===== src/rtl/vx_wb_arbiter.sv =====
// Writeback arbiter: funnels per-execution-unit writeback beats into a single
// register-file write port. Single-beat packets arbitrate round-robin; a
// multi-beat packet (sop without eop) locks the port to its owner until eop.
module vx_wb_arbiter #(
  parameter int NUM_REQS = 4,
  parameter int DATAW    = 256,
  localparam int SELW    = (NUM_REQS > 1) ? $clog2(NUM_REQS) : 1
) (
  input  logic                      clk,
  input  logic                      reset,
  input  logic [NUM_REQS-1:0]       req_valid,
  input  logic [NUM_REQS*DATAW-1:0] req_data,
  input  logic [NUM_REQS-1:0]       req_sop,
  input  logic [NUM_REQS-1:0]       req_eop,
  output logic [NUM_REQS-1:0]       req_ready,
  output logic                      wb_valid,
  output logic [DATAW-1:0]          wb_data,
  output logic                      wb_sop,
  output logic                      wb_eop,
  output logic [SELW-1:0]           wb_sel,
  output logic                      err_sticky
);

  typedef enum logic {
    ST_UNLOCKED = 1'b0,
    ST_LOCKED   = 1'b1
  } state_t;

  state_t               r_state;
  logic [SELW-1:0]      r_owner;
  logic [SELW-1:0]      r_rr_ptr;
  logic                 r_wb_valid;
  logic [DATAW-1:0]     r_wb_data;
  logic                 r_wb_sop;
  logic                 r_wb_eop;
  logic [SELW-1:0]      r_wb_sel;
  logic                 r_err;

  logic                 w_found;
  logic [SELW-1:0]      w_gnt_idx;
  logic [NUM_REQS-1:0]  w_ready;
  logic                 w_fire;
  logic [DATAW-1:0]     w_beat_data;
  logic                 w_sop;
  logic                 w_eop;
  logic [SELW-1:0]      w_next_ptr;
  logic                 w_proto_err;

  // Index arithmetic modulo NUM_REQS (NUM_REQS need not be a power of two).
  function automatic logic [SELW-1:0] wrap_add(input logic [SELW-1:0] base,
                                               input int unsigned     off);
    logic [31:0] sum;
    sum = 32'(base) + 32'(off);
    if (sum >= 32'(NUM_REQS)) begin
      sum = sum - 32'(NUM_REQS);
    end else begin
      sum = sum;
    end
    return sum[SELW-1:0];
  endfunction

  // Grant selection: owner while locked, otherwise first valid from rr_ptr.
  always_comb begin
    w_found   = 1'b0;
    w_gnt_idx = '0;
    case (r_state)
      ST_LOCKED: begin
        // The owner holds the port even when it is not valid (bubble).
        w_found   = 1'b1;
        w_gnt_idx = r_owner;
      end
      ST_UNLOCKED: begin
        for (int k = 0; k < NUM_REQS; k++) begin
          if (!w_found && req_valid[wrap_add(r_rr_ptr, k)]) begin
            w_found   = 1'b1;
            w_gnt_idx = wrap_add(r_rr_ptr, k);
          end else begin
            w_found   = w_found;
          end
        end
      end
      default: begin
        w_found   = 1'b0;
        w_gnt_idx = '0;
      end
    endcase
  end

  // One-hot ready at the granted index; forced low while reset is asserted.
  always_comb begin
    w_ready = '0;
    if (reset) begin
      w_ready = '0;
    end else if (w_found) begin
      w_ready[w_gnt_idx] = 1'b1;
    end else begin
      w_ready = '0;
    end
  end

  assign req_ready   = w_ready;
  assign w_fire      = |(req_valid & w_ready);
  assign w_beat_data = req_data[w_gnt_idx*DATAW +: DATAW];
  assign w_sop       = req_sop[w_gnt_idx];
  assign w_eop       = req_eop[w_gnt_idx];
  assign w_next_ptr  = wrap_add(w_gnt_idx, 1);
  // A packet must open with sop when unlocked and must not re-open while locked.
  assign w_proto_err = ((r_state == ST_UNLOCKED) && !w_sop) ||
                       ((r_state == ST_LOCKED)   &&  w_sop);

  // Lock FSM and round-robin pointer; rr_ptr advances only on eop beats.
  always_ff @(posedge clk or posedge reset) begin
    if (reset) begin
      r_state  <= ST_UNLOCKED;
      r_owner  <= '0;
      r_rr_ptr <= '0;
    end else if (w_fire) begin
      if (w_eop) begin
        r_state  <= ST_UNLOCKED;
        r_rr_ptr <= w_next_ptr;
      end else if (w_sop) begin
        r_state  <= ST_LOCKED;
        r_owner  <= w_gnt_idx;
      end else begin
        r_state  <= r_state;
      end
    end else begin
      r_state <= r_state;
    end
  end

  // Writeback register: captures the accepted beat, holds payload on bubbles.
  always_ff @(posedge clk or posedge reset) begin
    if (reset) begin
      r_wb_valid <= 1'b0;
      r_wb_data  <= '0;
      r_wb_sop   <= 1'b0;
      r_wb_eop   <= 1'b0;
      r_wb_sel   <= '0;
    end else if (w_fire) begin
      r_wb_valid <= 1'b1;
      r_wb_data  <= w_beat_data;
      r_wb_sop   <= w_sop;
      r_wb_eop   <= w_eop;
      r_wb_sel   <= w_gnt_idx;
    end else begin
      r_wb_valid <= 1'b0;
    end
  end

  // Sticky protocol-error flag; only reset clears it.
  always_ff @(posedge clk or posedge reset) begin
    if (reset) begin
      r_err <= 1'b0;
    end else if (w_fire && w_proto_err) begin
      r_err <= 1'b1;
    end else begin
      r_err <= r_err;
    end
  end

  assign wb_valid   = r_wb_valid;
  assign wb_data    = r_wb_data;
  assign wb_sop     = r_wb_sop;
  assign wb_eop     = r_wb_eop;
  assign wb_sel     = r_wb_sel;
  assign err_sticky = r_err;

endmodule

===== config.mk =====
export PLATFORM = sky130hd
export DESIGN_NAME = vx_wb_arbiter
export DESIGN_NICKNAME = d
export VERILOG_FILES = /design/src/rtl/vx_wb_arbiter.sv
export SDC_FILE = /design/constraint.sdc
export NUM_CORES = 1
export LEC_CHECK = 0
export BUFFER_PORTS_ARGS = -buffer_cell sky130_fd_sc_hd__buf_2
export CORE_AREA = 3 3 514 516
export DETAILED_ROUTE_END_ITERATION = 16
export DIE_AREA = 0 0 517 519
export SYNTH_ARGS = -nofsm -noshare
export SYNTH_HDL_FRONTEND = slang
export SYNTH_SLANG_ARGS = --single-unit
export TNS_END_PERCENT = 5

===== constraint.sdc =====
create_clock -name clk -period 22.6 [get_ports clk]
set_input_delay 2.26 -clock clk [delete_from_list [all_inputs] [get_ports clk]]
set_output_delay 2.26 -clock clk [all_outputs]
set_load 0.01 [all_outputs]

# --- Yosys cells after proc, flatten, opt, wreduce, memory -nomap -nowiden ---
# Cells that the tools add are included.
classes:
  addsub: 9
  n_lt_le_gt_ge: 11
  shifts: 1
  muxes: 41
  bitwise: 3
  reduce_logical: 17
ops:
  columns: ["cell", "n"]
  rows:
  - ["$shiftx 1024x11->256", 1]
  - ["$mux 2", 13]
  - ["$mux 1", 17]
  - ["$lt 2x3->1 const B", 5]
  - ["$bmux 1 s2", 6]
  - ["$ge 3x3->1 const B", 4]
  - ["$sub 2x1->2 const B", 5]
  - ["$mux 4", 2]
  - ["$logic_and 1x1->1", 7]
  - ["$add 2x1->3 const B", 2]
  - ["$add 2x2->3 const B", 2]
  - ["$and 4x4->4", 1]
  - ["$logic_not 1->1", 4]
  - ["$pmux 2 s2", 1]
  - ["$reduce_and 2->1", 2]
  - ["$reduce_or 4->1", 1]
  - ["$ge 2x3->1 const B", 1]
  - ["$reduce_and 3->1", 1]
  - ["$demux 1 s2", 1]
  - ["$ge 2x1->1 const B", 1]
  - ["$not 1->1", 2]
  - ["$pmux 1 s2", 1]
  - ["$reduce_bool 2->1", 1]
  - ["$logic_or 1x1->1", 1]
word_totals:
  regBits: 267
  in_bits: 1038
  output_inout_bits: 266
  elab_cells: 91

# --- Logic depth before layout (Yosys ltp) ---
logic_depth:
  word_depth: 28
  ltp_mapped: 11
  depth_no_buf: 8

# --- Worst setup path before layout ---
# OpenSTA, ideal clock, no wires.
synth_timing:
  kind: "input to output"
  from: "in req_valid[0]"
  to: "out req_ready[2]"
  arrival_time_ns: 3.858
  required_ns: 20.340
  setup_slack_ns: 16.482
  cell_stages: 9
  path_buffers: 4
  path_cell_list: "nor2b_1 -> o31ai_1 -> and2_1 -> buf_2 -> buf_2 -> clkbuf_1 -> clkbuf_1 -> nand2_1 -> nor2_1"
synth_via:
  elab_chain_len: 22
  elab_cells_between_ends: 34
  cone_classes: "order compare: 2; mux: 25; reduce/logical: 7"
synth_lines:
  columns: ["item", "line", "source"]
  rows:
  - ["start, declared", "11", "input logic [NUM_REQS-1:0] req_valid,"]
  - ["$bmux 1 s2", "74", "if (!w_found && req_valid[wrap_add(r_rr_ptr, k)]) begin"]
  - ["$mux 1 (not written as such)", "74", null]
  - ["$mux 1", "74", null]
  - ["$mux 1", "66", "case (r_state)"]
  - ["$logic_not 1->1", "74", null]
  - ["$logic_and 1x1->1", "74", null]
  - ["$mux 1", "74", null]
  - ["$mux 1", "66", null]
  - ["[6 not listed]", null, null]
  - ["$mux 2", "74", null]
  - ["$pmux 2 s2", "66", null]
  - ["$lt 2x3->1 (not written as such) or $ge 2x1->1 (tied branches)", "95", "w_ready[w_gnt_idx] = 1'b1;"]
  - ["$logic_and 1x1->1 (not written as such)", "95", null]
  - ["$mux 1 (not written as such)", "95", null]
  - ["$demux 1 s2", "95", null]
  - ["$mux 4 (*)", "94", "end else if (w_found) begin"]
  - ["$mux 4 (*)", "92", "if (reset) begin"]
  - ["end, declared", "15", "output logic [NUM_REQS-1:0] req_ready,"]
# Mark *: on every way between the ends. The rest lies on a longest branch, timed or not. The select of a mux whose other input is x is not followed.

# --- Worst setup path after layout ---
layout_timing:
  from: "in req_valid[0]"
  to: "reg r_wb_data[225], in the netlist wb_data[225]"
layout_via:
  elab_chain_len: 24
  elab_cells_between_ends: 37
  cone_classes: "order compare: 2; shift: 1; mux: 25; bitwise: 1; reduce/logical: 8"
layout_lines:
  columns: ["item", "line", "source"]
  rows:
  - ["$bmux 1 s2", "74", null]
  - ["$mux 1 (not written as such)", "74", null]
  - ["$mux 1", "74", null]
  - ["$mux 1", "66", null]
  - ["$logic_not 1->1", "74", null]
  - ["$logic_and 1x1->1", "74", null]
  - ["$mux 1", "74", null]
  - ["$mux 1", "66", null]
  - ["[8 not listed]", null, null]
  - ["$lt 2x3->1 (not written as such) or $ge 2x1->1 (tied branches)", "95", null]
  - ["$logic_and 1x1->1 (not written as such)", "95", null]
  - ["$mux 1 (not written as such)", "95", null]
  - ["$demux 1 s2", "95", null]
  - ["$mux 4", "94", null]
  - ["$mux 4", "92", null]
  - ["$and 4x4->4", "102", "assign w_fire = |(req_valid & w_ready);"]
  - ["$reduce_or 4->1", "102", null]
  - ["end signal, assigned", "142", "r_wb_data <= w_beat_data;"]
  - ["end, declared", "33", "logic [DATAW-1:0] r_wb_data;"]
# Parallel ways exist; a longest one is shown, timed or not. The select of a mux whose other input is x is not followed.
# A chain may end at the register's enable or synchronous reset.

==> flow_summary_export.csv <==
group,metric,value,unit
status,run_status,"finished clean",
clock_tree,cts_setup_buffers,0,
drt,post_drt_wl_per_cell,29.87,um
worst_setup_path,worstSetupPathType,"in -> reg",
power,p_sw,2.607,mW
layout,layout.cells.non_filler,7011,
layout,multiInputGateArea,0.01008,mm^2
timing,period_minus_slack,6.511,ns
power,ir_drop,0.1816,mV
yosys,ys_seq_elements,267,
timing,finalSetupTns,0,ns
placement,place_ws,15.44,ns
clock_tree,clock_latency,0.65,ns
placement,dp_hpwl,183000,um
hold_path,hold_path.class,"reg -> reg",
timing,max_freq,153.6,MHz
die,dieArea,0.2683,mm^2
layout,drive_gt1_share,40.03,%
drt,via_count,24100,
yosys,synth_nets,3392,
yosys,synth.distinct_cells,34,
die,coreArea,0.2597,mm^2
worst_setup_path,cp.arrival,7.09,ns
power,p_int,2.094,mW
flow_run,drv_cap,0,
yosys,yosysWarningCount,0,
global_routing,grt_first_pass_wirelength,255100,um
drt,route.detailed.drc,0,
drt,drtAntennaViolNets,0,
layout,fillers,30540,
timing,final_hold_viol_count,0,
drt,wirelength,209500,um
layout,seqCellArea,0.006681,mm^2
timing,slew_violations,0,
yosys,synth_area_per_cell,7.546,um^2
global_routing,grt_pass1_vias,23030,
clock_tree,cts_inserted_buffers,43,
power,power_frac_seq,18.3,%
drt,firstDrtPassIters,5,
global_routing,grt_usage,14.82,%
drt,vias_per_cell,3.437,
worst_setup_path,start_kind,"input port",
global_routing,grt_max_degree,148,
power,netSwitchingFraction,55.46,%
layout,area_growth,66.08,%
clock_tree,cts_tree,"built",
die,io_pins,1304,
clock_tree,clk_pin_slew,0.06,ns
timing,setup_viol,0,
clock_tree,cts_resized,0,
yosys,yosysSeqAreaShare,37.61,%
worst_setup_path,required,23.18,ns
timing,setup_ws,16.09,ns
power,p_comb_share,66.1,%
power,power_density,159.3,mW/mm^2
timing,worst_pin_slew,0.9934,ns
clock_tree,clock_sinks,267,
placement,place_inst,6857,
die,initial_utilization,6.840,%
clock_tree,clockRootBuffer,"clkbuf_16",
placement,place.gp.congestion,0.9795,
worst_setup_path,worstPathMaxFanout,92,
timing,relSlewSlack,33.77,%
die,rows,187,
layout,nets,4538,
layout,final_cell_mix,"buf_2, nand2_1, dfrtp_1",
yosys,netlist_area,0.01776,mm^2
clock_tree,cts_hold_repair.buffers,0,
power,leakage,15.29,nW
die,die_x,517,um
timing,rsz0062_at_grt,"no",
timing,clock_skew,0.01593,ns
yosys,synthCells,2354,
placement,portBuffers,1303,
global_routing,antenna_found_initial,282,
global_routing,overflow,0,
drt,drtIter0Drc,1458,
power,pwr-share-clk,15.6,%
die,die_h,519,um
layout,layout_commonest_cell,"buf_2",
timing,post-route-period-util,28.81,%
clock_tree,clock_path_buffers,3,
worst_setup_path,setup.worst_path.end_class,"flip-flop",
clock_tree,htreeDepth,2,
-- worst paths after layout --
path	cells after the start	startpoint	endpoint	slack, ns
max reg2reg	10	r_state	wb_data[189]	17.44
max	12	req_valid[0]	wb_data[225]	16.09
max in group asynchronous	3	reset	wb_data[179]	19.49
min reg2reg	1	wb_data[123]	wb_data[123]	0.47
min	1	wb_data[123]	wb_data[123]	0.47
min in group asynchronous	2	reset	wb_data[67]	1.73
-- through the flow --
step / util [%] / power [mW] / hold WS, ns / area, um^2
final: 11.36 / 4.701 / 0.4680 / 29500
after CTS: 11.28 / 4.881 / 0.4713 / 29310
after floorplan: - / 2.529 / 0.4640 / 17760
after global placement: 10.72 / 4.091 / 0.4538 / 27850
after global routing: 11.33 / 5.069 / 0.4789 / 29420
after detailed placement: 10.72 / 4.101 / 0.4596 / 27850
-- power by group through the flow --
| stage | combinational (mW) | sequential, mW | clock (mW) |
|---|---|---|---|
| after floorplan | 1.57 | 0.956 | 0 |
| after global placement | 3.23 | 0.859 | 0 |
| after detailed placement | 3.23 | 0.868 | 0 |
| after CTS | 3.24 | 0.861 | 0.779 |
| after global routing | 3.40 | 0.889 | 0.784 |
| final | 3.11 | 0.859 | 0.733 |
-- layer usage --
layer | wire (um) | GRT usage [%] | vias up | share of wire (%)
li1 | - | - | 10640 | -
met1 | 68980 | 14.39 | 11230 | 33
met2 | 96900 | 24.87 | 1454 | 46
met3 | 32910 | 9.866 | 592 | 16
met4 | 9443 | 5.457 | 180 | 4.5
met5 | 1217 | 0 | - | 0.58
-- final cells by class --
cell class / count / share of cell area, %
flip-flops and latches: 267 / 22.65
inverters: 3 / 0.06362
multi-input cells: 1853 / 34.16
repair buffers: 1332 / 23.10
clock inverters: 21 / 0.8949
diodes: 77 / 0.6532
well taps: 3402 / 14.43
clock buffers: 56 / 4.050
-- synthesized netlist by cell type --
master	n	area share, %
inv_2	1	0.021
buf_4	12	0.51
a2111o_1	1	0.063
a221oi_1	1	0.049
and2_1	2	0.070
nand2b_1	2	0.070
o21bai_1	1	0.042
nor3b_1	1	0.042
buf_2	96	2.7
nor2_2	1	0.035
or3_1	1	0.035
o31ai_1	1	0.042
xnor2_1	1	0.049
nor2b_1	3	0.11
mux2i_1	8	0.45
o21ai_1	2	0.056
inv_1	2	0.042
a21oi_1	4	0.11
and3_1	258	9.1
mux2_2	1	0.063
o221ai_2	2	0.17
a31oi_1	1	0.035
a311oi_1	256	13
nand3_1	1	0.028
dfrtp_1	267	38
o21a_1	1	0.042
nor3_1	1	0.028
nand2_1	1034	22
a22o_2	1	0.056
buf_1	2	0.042
clkbuf_1	121	2.6
a21o_1	259	11
nor2_1	5	0.11
mux2_1	4	0.25
-- worst max-delay path, cell delays in order --
cell      delay, ns
buf_2          0.13
or3_1          0.37
a31oi_1        0.37
o21a_4         0.47
buf_12         0.38
buf_4          0.61
buf_4          0.69
buf_4          0.78
nand2_1        0.11
and3_1         0.21
a311oi_1       0.22
a21o_1         0.11
-- kinds of logic after synthesis --
logic type | share of synthesized area [%]
AOI/OAI and AO/OA | 24.24
and+or+nand+nor | 31.46
xor gates and xnor gates | 0.04932
buffers and inverters | 5.875
muxes | 0.7678
DFF | 37.61
-- registers in the layout, indices dropped and copies added, names as in the netlist --
signal	cells
wb_sop	1
r_state	1
r_rr_ptr	2
wb_valid	1
wb_data	256
wb_eop	1
wb_sel	2
err_sticky	1
r_owner	2
Power figures use the tool's default switching activity.
